===== config.mk =====
export PLATFORM = sky130hd
export DESIGN_NAME = seq_alu_flat
export DESIGN_NICKNAME = d
export VERILOG_FILES = /design/src/rtl/seq_alu_if.sv /design/src/rtl/seq_alu.sv /design/src/flat_wrapper.sv
export SDC_FILE = /design/constraint.sdc
export NUM_CORES = 1
export LEC_CHECK = 0
export BUFFER_PORTS_ARGS = -buffer_cell sky130_fd_sc_hd__buf_4
export CAP_MARGIN = 0
export CORE_MARGIN = 4
export CORE_UTILIZATION = 50
export DETAILED_ROUTE_END_ITERATION = 10
export PLACE_DENSITY = 0.63
export SYNTH_ARGS = -nofsm -noshare
export SYNTH_HDL_FRONTEND = slang
export SYNTH_SLANG_ARGS = --single-unit

===== constraint.sdc =====
create_clock -name clk -period 5.4 [get_ports clk]
set_input_delay 1.08 -clock clk [delete_from_list [all_inputs] [get_ports clk]]
set_output_delay 1.08 -clock clk [all_outputs]
set_load 0.01 [all_outputs]

===== src/rtl/seq_alu_if.sv =====
// Handshake bundle between operand fetch, the sequential ALU and writeback.
interface seq_alu_if #(
  parameter int WIDTH = 32
);
  logic             in_valid;
  logic             in_ready;
  logic [3:0]       op;
  logic [WIDTH-1:0] src_a;
  logic [WIDTH-1:0] src_b;
  logic             out_valid;
  logic             out_ready;
  logic [WIDTH-1:0] result;
  logic             zero;
  logic             illegal;

  modport master (
    output in_valid, op, src_a, src_b, out_ready,
    input  in_ready, out_valid, result, zero, illegal
  );

  modport slave (
    input  in_valid, op, src_a, src_b, out_ready,
    output in_ready, out_valid, result, zero, illegal
  );
endinterface


===== src/rtl/seq_alu.sv =====
// Sequential ALU: single-cycle logic/arith ops plus iterative unsigned
// multiply (shift-add, LSB-first) and divide (restoring, MSB-first).
// Results are registered and held until the consumer takes them.
module seq_alu #(
  parameter int WIDTH = 32
) (
  input logic      clk,
  input logic      rst_n,
  seq_alu_if.slave bus
);
  localparam int CW = (WIDTH > 2) ? $clog2(WIDTH) : 1;

  typedef enum logic [1:0] {IDLE, BUSY, DONE} state_t;

  state_t               state, state_d;
  logic [CW-1:0]        cnt;
  logic [3:0]           op_q;
  logic [WIDTH-1:0]     a_q, b_q, quo, res_q;
  logic [2*WIDTH-1:0]   prod;
  logic [WIDTH:0]       rem;
  logic                 ill_q;

  logic                 accept, multi;
  logic [WIDTH-1:0]     sc_res;
  logic                 sc_ill;
  logic [WIDTH:0]       mul_sum, div_sh, div_diff, rem_nx;
  logic [2*WIDTH-1:0]   prod_nx;
  logic [WIDTH-1:0]     quo_nx, fin_res;

  assign accept = bus.in_valid && (state == IDLE);
  assign multi  = (bus.op == 4'b1000) || (bus.op == 4'b1001) ||
                  (bus.op == 4'b1100) || (bus.op == 4'b1101);

  // Single-cycle result and illegal-op decode straight off the inputs.
  always_comb begin
    sc_res = '0;
    sc_ill = 1'b0;
    case (bus.op)
      4'b0000: sc_res = bus.src_a + bus.src_b;
      4'b0001: sc_res = bus.src_a - bus.src_b;
      4'b0010: sc_res = bus.src_a & bus.src_b;
      4'b0011: sc_res = bus.src_a | bus.src_b;
      4'b0101: sc_res = WIDTH'($signed(bus.src_a) < $signed(bus.src_b));
      4'b0110: sc_res = WIDTH'(bus.src_a < bus.src_b);
      4'b1000, 4'b1001, 4'b1100, 4'b1101: sc_res = '0;
      default: sc_ill = 1'b1;
    endcase
  end

  // One iteration of each engine; the final-step value feeds the result
  // register directly so the answer lands on the same edge as BUSY->DONE.
  always_comb begin
    mul_sum  = {1'b0, prod[2*WIDTH-1:WIDTH]} + (prod[0] ? {1'b0, a_q} : '0);
    prod_nx  = {mul_sum, prod[WIDTH-1:1]};
    div_sh   = {rem[WIDTH-1:0], quo[WIDTH-1]};
    div_diff = div_sh - {1'b0, b_q};
    // Divide by zero never borrows: quotient fills with ones, remainder
    // accumulates the dividend, which is exactly the defined result.
    rem_nx   = div_diff[WIDTH] ? div_sh : div_diff;
    quo_nx   = {quo[WIDTH-2:0], ~div_diff[WIDTH]};
    case (op_q)
      4'b1000: fin_res = prod_nx[WIDTH-1:0];
      4'b1001: fin_res = prod_nx[2*WIDTH-1:WIDTH];
      4'b1100: fin_res = quo_nx;
      default: fin_res = rem_nx[WIDTH-1:0];
    endcase
  end

  // Next-state logic.
  always_comb begin
    state_d = state;
    case (state)
      IDLE: if (accept) state_d = multi ? BUSY : DONE;
      BUSY: if (cnt == '0) state_d = DONE;
      DONE: if (bus.out_ready) state_d = IDLE;
      default: state_d = IDLE;
    endcase
  end

  // State register.
  always_ff @(posedge clk or negedge rst_n) begin
    if (!rst_n) state <= IDLE;
    else        state <= state_d;
  end

  // Operand latch, iteration engines and result register.
  always_ff @(posedge clk or negedge rst_n) begin
    if (!rst_n) begin
      cnt   <= '0;
      op_q  <= '0;
      a_q   <= '0;
      b_q   <= '0;
      quo   <= '0;
      prod  <= '0;
      rem   <= '0;
      res_q <= '0;
      ill_q <= 1'b0;
    end else begin
      case (state)
        IDLE: if (accept) begin
          op_q <= bus.op;
          a_q  <= bus.src_a;
          b_q  <= bus.src_b;
          if (multi) begin
            cnt   <= CW'(WIDTH - 1);
            prod  <= {{WIDTH{1'b0}}, bus.src_b};
            rem   <= '0;
            quo   <= bus.src_a;
            ill_q <= 1'b0;
          end else begin
            res_q <= sc_res;
            ill_q <= sc_ill;
          end
        end
        BUSY: begin
          if (op_q[2]) begin
            rem <= rem_nx;
            quo <= quo_nx;
          end else begin
            prod <= prod_nx;
          end
          if (cnt == '0) res_q <= fin_res;
          else           cnt   <= cnt - 1'b1;
        end
        default: ;
      endcase
    end
  end

  assign bus.in_ready  = (state == IDLE);
  assign bus.out_valid = (state == DONE);
  assign bus.result    = res_q;
  assign bus.zero      = (state == DONE) && (res_q == '0);
  assign bus.illegal   = ill_q;
endmodule


===== src/flat_wrapper.sv =====
// flat-port wrapper written by rule: the top's interface ports become plain ports
module seq_alu_flat 
#(
  parameter int WIDTH = 32
)
  (clk, rst_n, bus_in_valid, bus_op, bus_src_a, bus_src_b, bus_out_ready, bus_in_ready, bus_out_valid, bus_result, bus_zero, bus_illegal);
  seq_alu_if #(.WIDTH(WIDTH)) bus_i ();
  input logic clk;
  input logic rst_n;
  input wire logic [$bits(bus_i.in_valid)-1:0] bus_in_valid;
  input wire logic [$bits(bus_i.op)-1:0] bus_op;
  input wire logic [$bits(bus_i.src_a)-1:0] bus_src_a;
  input wire logic [$bits(bus_i.src_b)-1:0] bus_src_b;
  input wire logic [$bits(bus_i.out_ready)-1:0] bus_out_ready;
  output wire logic [$bits(bus_i.in_ready)-1:0] bus_in_ready;
  output wire logic [$bits(bus_i.out_valid)-1:0] bus_out_valid;
  output wire logic [$bits(bus_i.result)-1:0] bus_result;
  output wire logic [$bits(bus_i.zero)-1:0] bus_zero;
  output wire logic [$bits(bus_i.illegal)-1:0] bus_illegal;
  assign bus_i.in_valid = bus_in_valid;
  assign bus_i.op = bus_op;
  assign bus_i.src_a = bus_src_a;
  assign bus_i.src_b = bus_src_b;
  assign bus_i.out_ready = bus_out_ready;
  assign bus_in_ready = bus_i.in_ready;
  assign bus_out_valid = bus_i.out_valid;
  assign bus_result = bus_i.result;
  assign bus_zero = bus_i.zero;
  assign bus_illegal = bus_i.illegal;
  seq_alu #(.WIDTH(WIDTH)) u_core (.clk(clk), .rst_n(rst_n), .bus(bus_i));
endmodule

==> metrics <==
power share of the combinational group 56.6%; critical path depth 14; Max H-tree Level 1; Buf/Inv on CP 3; drt pass-1 iters 6; P_leak 10.12 nW; Port-buffer cells 107; initial antenna violation count 1; hold_buf cts 0; critical path class reg2reg; delay-heaviest family, CP compound AO/OA/AOI/OAI gates; final clock skew 0.03576 ns; total power 12.21 mW; vias 19.69k; setup_tns 0 ns; slowest cell on the critical path nand3_2; Critical Path RT 5.87 ns; Psw 5.952 mW; Synth top cells by count 268 x nand2_1, 255 x o21ai_0, 236 x dfrtp_1; Mapped Nets 2713; postcts setup bufs 0; synthesized area per cell 8.000 um2; Global Route Usage Sum 35.66%; Max-cap violations 0; worst slew pin tran 1.192 ns; area delta synth->final 10.78%; Post-Syn Area 19750 um2; Clock power frac 17.3%; register area share after synthesis 29.91%; Internal 6.263 mW; Worst Hold Class in2async; crit path DAT 4.88 ns; number of synthesized flops with an enable pin 0; Chip Width 206.7 um; Fillers 3682; routed len/inst 25.82 um; synthesis warning total 0; CP Max Fanout 17; global-route wire length before repair 115700 um; CTS resizes 0; DIE AREA 42730 um2; main area contributors after synthesis dfrtp_1 30%, ha_1 11%, o21ai_0 6.5%; RSZ-0062 raised after global routing false; post-synth top area share 29.91%; CP most frequent cell inv_1; layout net count 2731; Die Ht 206.7 um; # IOs 108; critical path cell sequence inv_1, ha_1, inv_1, fa_1, a211oi_2, o21ai_2, o221ai_2, a211oi_1, a221oi_1, nand3_2, buf_4, o32ai_1, nor3_1, a221o_1; Worst setup EP type flop; asr flop ratio synth 100.0%; achievable frequency 0.2268 GHz; starting density of the core 50.85%; library cells used by synthesis 85; clock slew at reported path FFs 0.06 ns; clk buf depth 3; Largest stage delay, worst path 0.54 ns; # setup viols final 0; drt initial violations 1811; Overflow after GRT 0; ANT nets after route 0; Clock Tree Root clkbuf_16; area of the multi-input gates 12730 um2; CTS tree yes; CTS Buf Count 29; sequential power share 26.1%; final instance area 21870 um2; Post-Synthesis Cells 2468; Synth Flop Type dfrtp_1; Peak supply drop 0.0005152 V; dpl cell area 20860 um2; TritonCTS Sinks 236; vias in the first global route 18.50k; RePlAce Congestion 1.034; crit path launch type flop; worst skew pair latency 0.62 ns; largest net degree at the start of global routing 105; Relative slew margins 19.81%; path depth of the worst reg2reg path 14; Final Core Density 56.34%; Synth area leader dfrtp_1; Hold Vio Cnt, Final 0; share of layout cells above drive strength 1 10.56%; status complete, no violations; worst hold slack 0.4582 ns; Site Rows 72; FF/Latch Area 5907 um2; most common cell in the netlist nand2_1; sw frac 48.73%; min cycle time layout 4.408 ns; Pwr Density 558.4 nW/um2; period utilization 81.63%; final WL 78180 um; DPL Wire Length 59050 um; flops & latches, synth 236; core area 38830 um2; max-slew violation count 0; # DRC 0; vias per inst 6.503
-- layer usage --
metal / up-vias / GRT usage, % / wire [um]
met1: 9446 / 46.68 / 31370
li1: 8981 / - / -
met3: 252 / 5.343 / 6269
met4: 0 / 21.65 / 6067
met2: 1012 / 55.91 / 34470
met5: - / 0 / 0
-- sequential cells by signal (all words and copies together), names as in the netlist, 2 cells and up --
name               flops
u_core.a_q            32
u_core.b_q            32
u_core.bus.result     32
u_core.cnt             5
u_core.op_q            4
u_core.prod           64
u_core.quo            32
u_core.rem            32
u_core.state           2
-- layout by cell type (no fill, tap or decap), types with 14 or more instances in the layout --
master / count
nand2_1: 264
o21ai_0: 254
dfrtp_1: 235
a21oi_1: 228
nor2_1: 209
ha_1: 169
inv_1: 146
buf_4: 132
mux2i_1: 47
mux2_2: 44
and2_1: 42
a21o_1: 35
o211ai_1: 35
xnor2_1: 35
a211oi_1: 33
o22ai_1: 30
nand3_1: 29
clkbuf_16: 29
and3_1: 28
nor3_1: 26
nand2b_1: 25
a31oi_1: 25
nand4_1: 23
o21bai_1: 21
a22o_1: 21
o21a_1: 19
xor2_1: 19
nor4_1: 15
a221oi_1: 15
o31ai_1: 15
nor2b_1: 14
a221o_1: 14
-- cell families (layout without fill, tap and decap cells) --
logic type / count (synthesis) / count (layout) / share of synthesized area (%)
XOR/XNOR: 54 / 54 / 2.395
AND/OR/NAND/NOR: 735 / 735 / 17.20
other: 0 / 1 / 0
flip-flops: 236 / 236 / 29.91
AO/OA/AOI/OAI: 885 / 885 / 28.67
multiplexers: 91 / 91 / 4.892
adder cells (fa/ha/maj): 173 / 173 / 11.11
buffers and inverters: 294 / 335 / 5.811
-- power groups by stage --
stage	sequential (mW)	clock, mW	combinational (mW)
after CTS	3.15	2.14	6.78
final	3.18	2.11	6.92
after global placement	3.15	0	6.63
after floorplan	2.95	0	4.76
after detailed placement	3.17	0	6.75
after global routing	3.25	2.21	7.50
-- cell type report --
cell class | instances | area share (%)
sequential | 236 | 27.00
timing repair buffer | 134 | 4.691
clock buffer | 37 | 3.638
multi-input combinational | 1938 | 58.19
tap | 518 | 2.963
clock inverter | 17 | 0.9839
antenna | 1 | 0.01144
inverter | 147 | 2.523
-- final timing paths --
check	startpoint	end	slack, ns
hold / removal	rst_n	u_core.a_q[26]$_DFFE_PN0P_	0.46
setup / recovery	u_core.quo[31]$_DFFE_PN0P_	u_core.bus.result[24]$_DFFE_PN0P_	0.99
hold reg to reg	u_core.prod[40]$_DFFE_PN0P_	u_core.prod[40]$_DFFE_PN0P_	0.49
max in group asynchronous	rst_n	u_core.a_q[5]$_DFFE_PN0P_	3.74
setup reg to reg	u_core.quo[31]$_DFFE_PN0P_	u_core.bus.result[24]$_DFFE_PN0P_	0.99
min in group clk	u_core.prod[40]$_DFFE_PN0P_	u_core.prod[40]$_DFFE_PN0P_	0.49
-- per-stage QoR --
| step | cells | setup slack [ns] |
|---|---|---|
| after floorplan | 2468 | 1.658 |
| after global placement | 2973 | 0.9466 |
| after detailed placement | 2973 | 0.8897 |
| after CTS | 3027 | 1.052 |
| after global routing | 3028 | 0.7866 |
| final | 3028 | 0.9918 |
(Power assumes the default switching activity.)
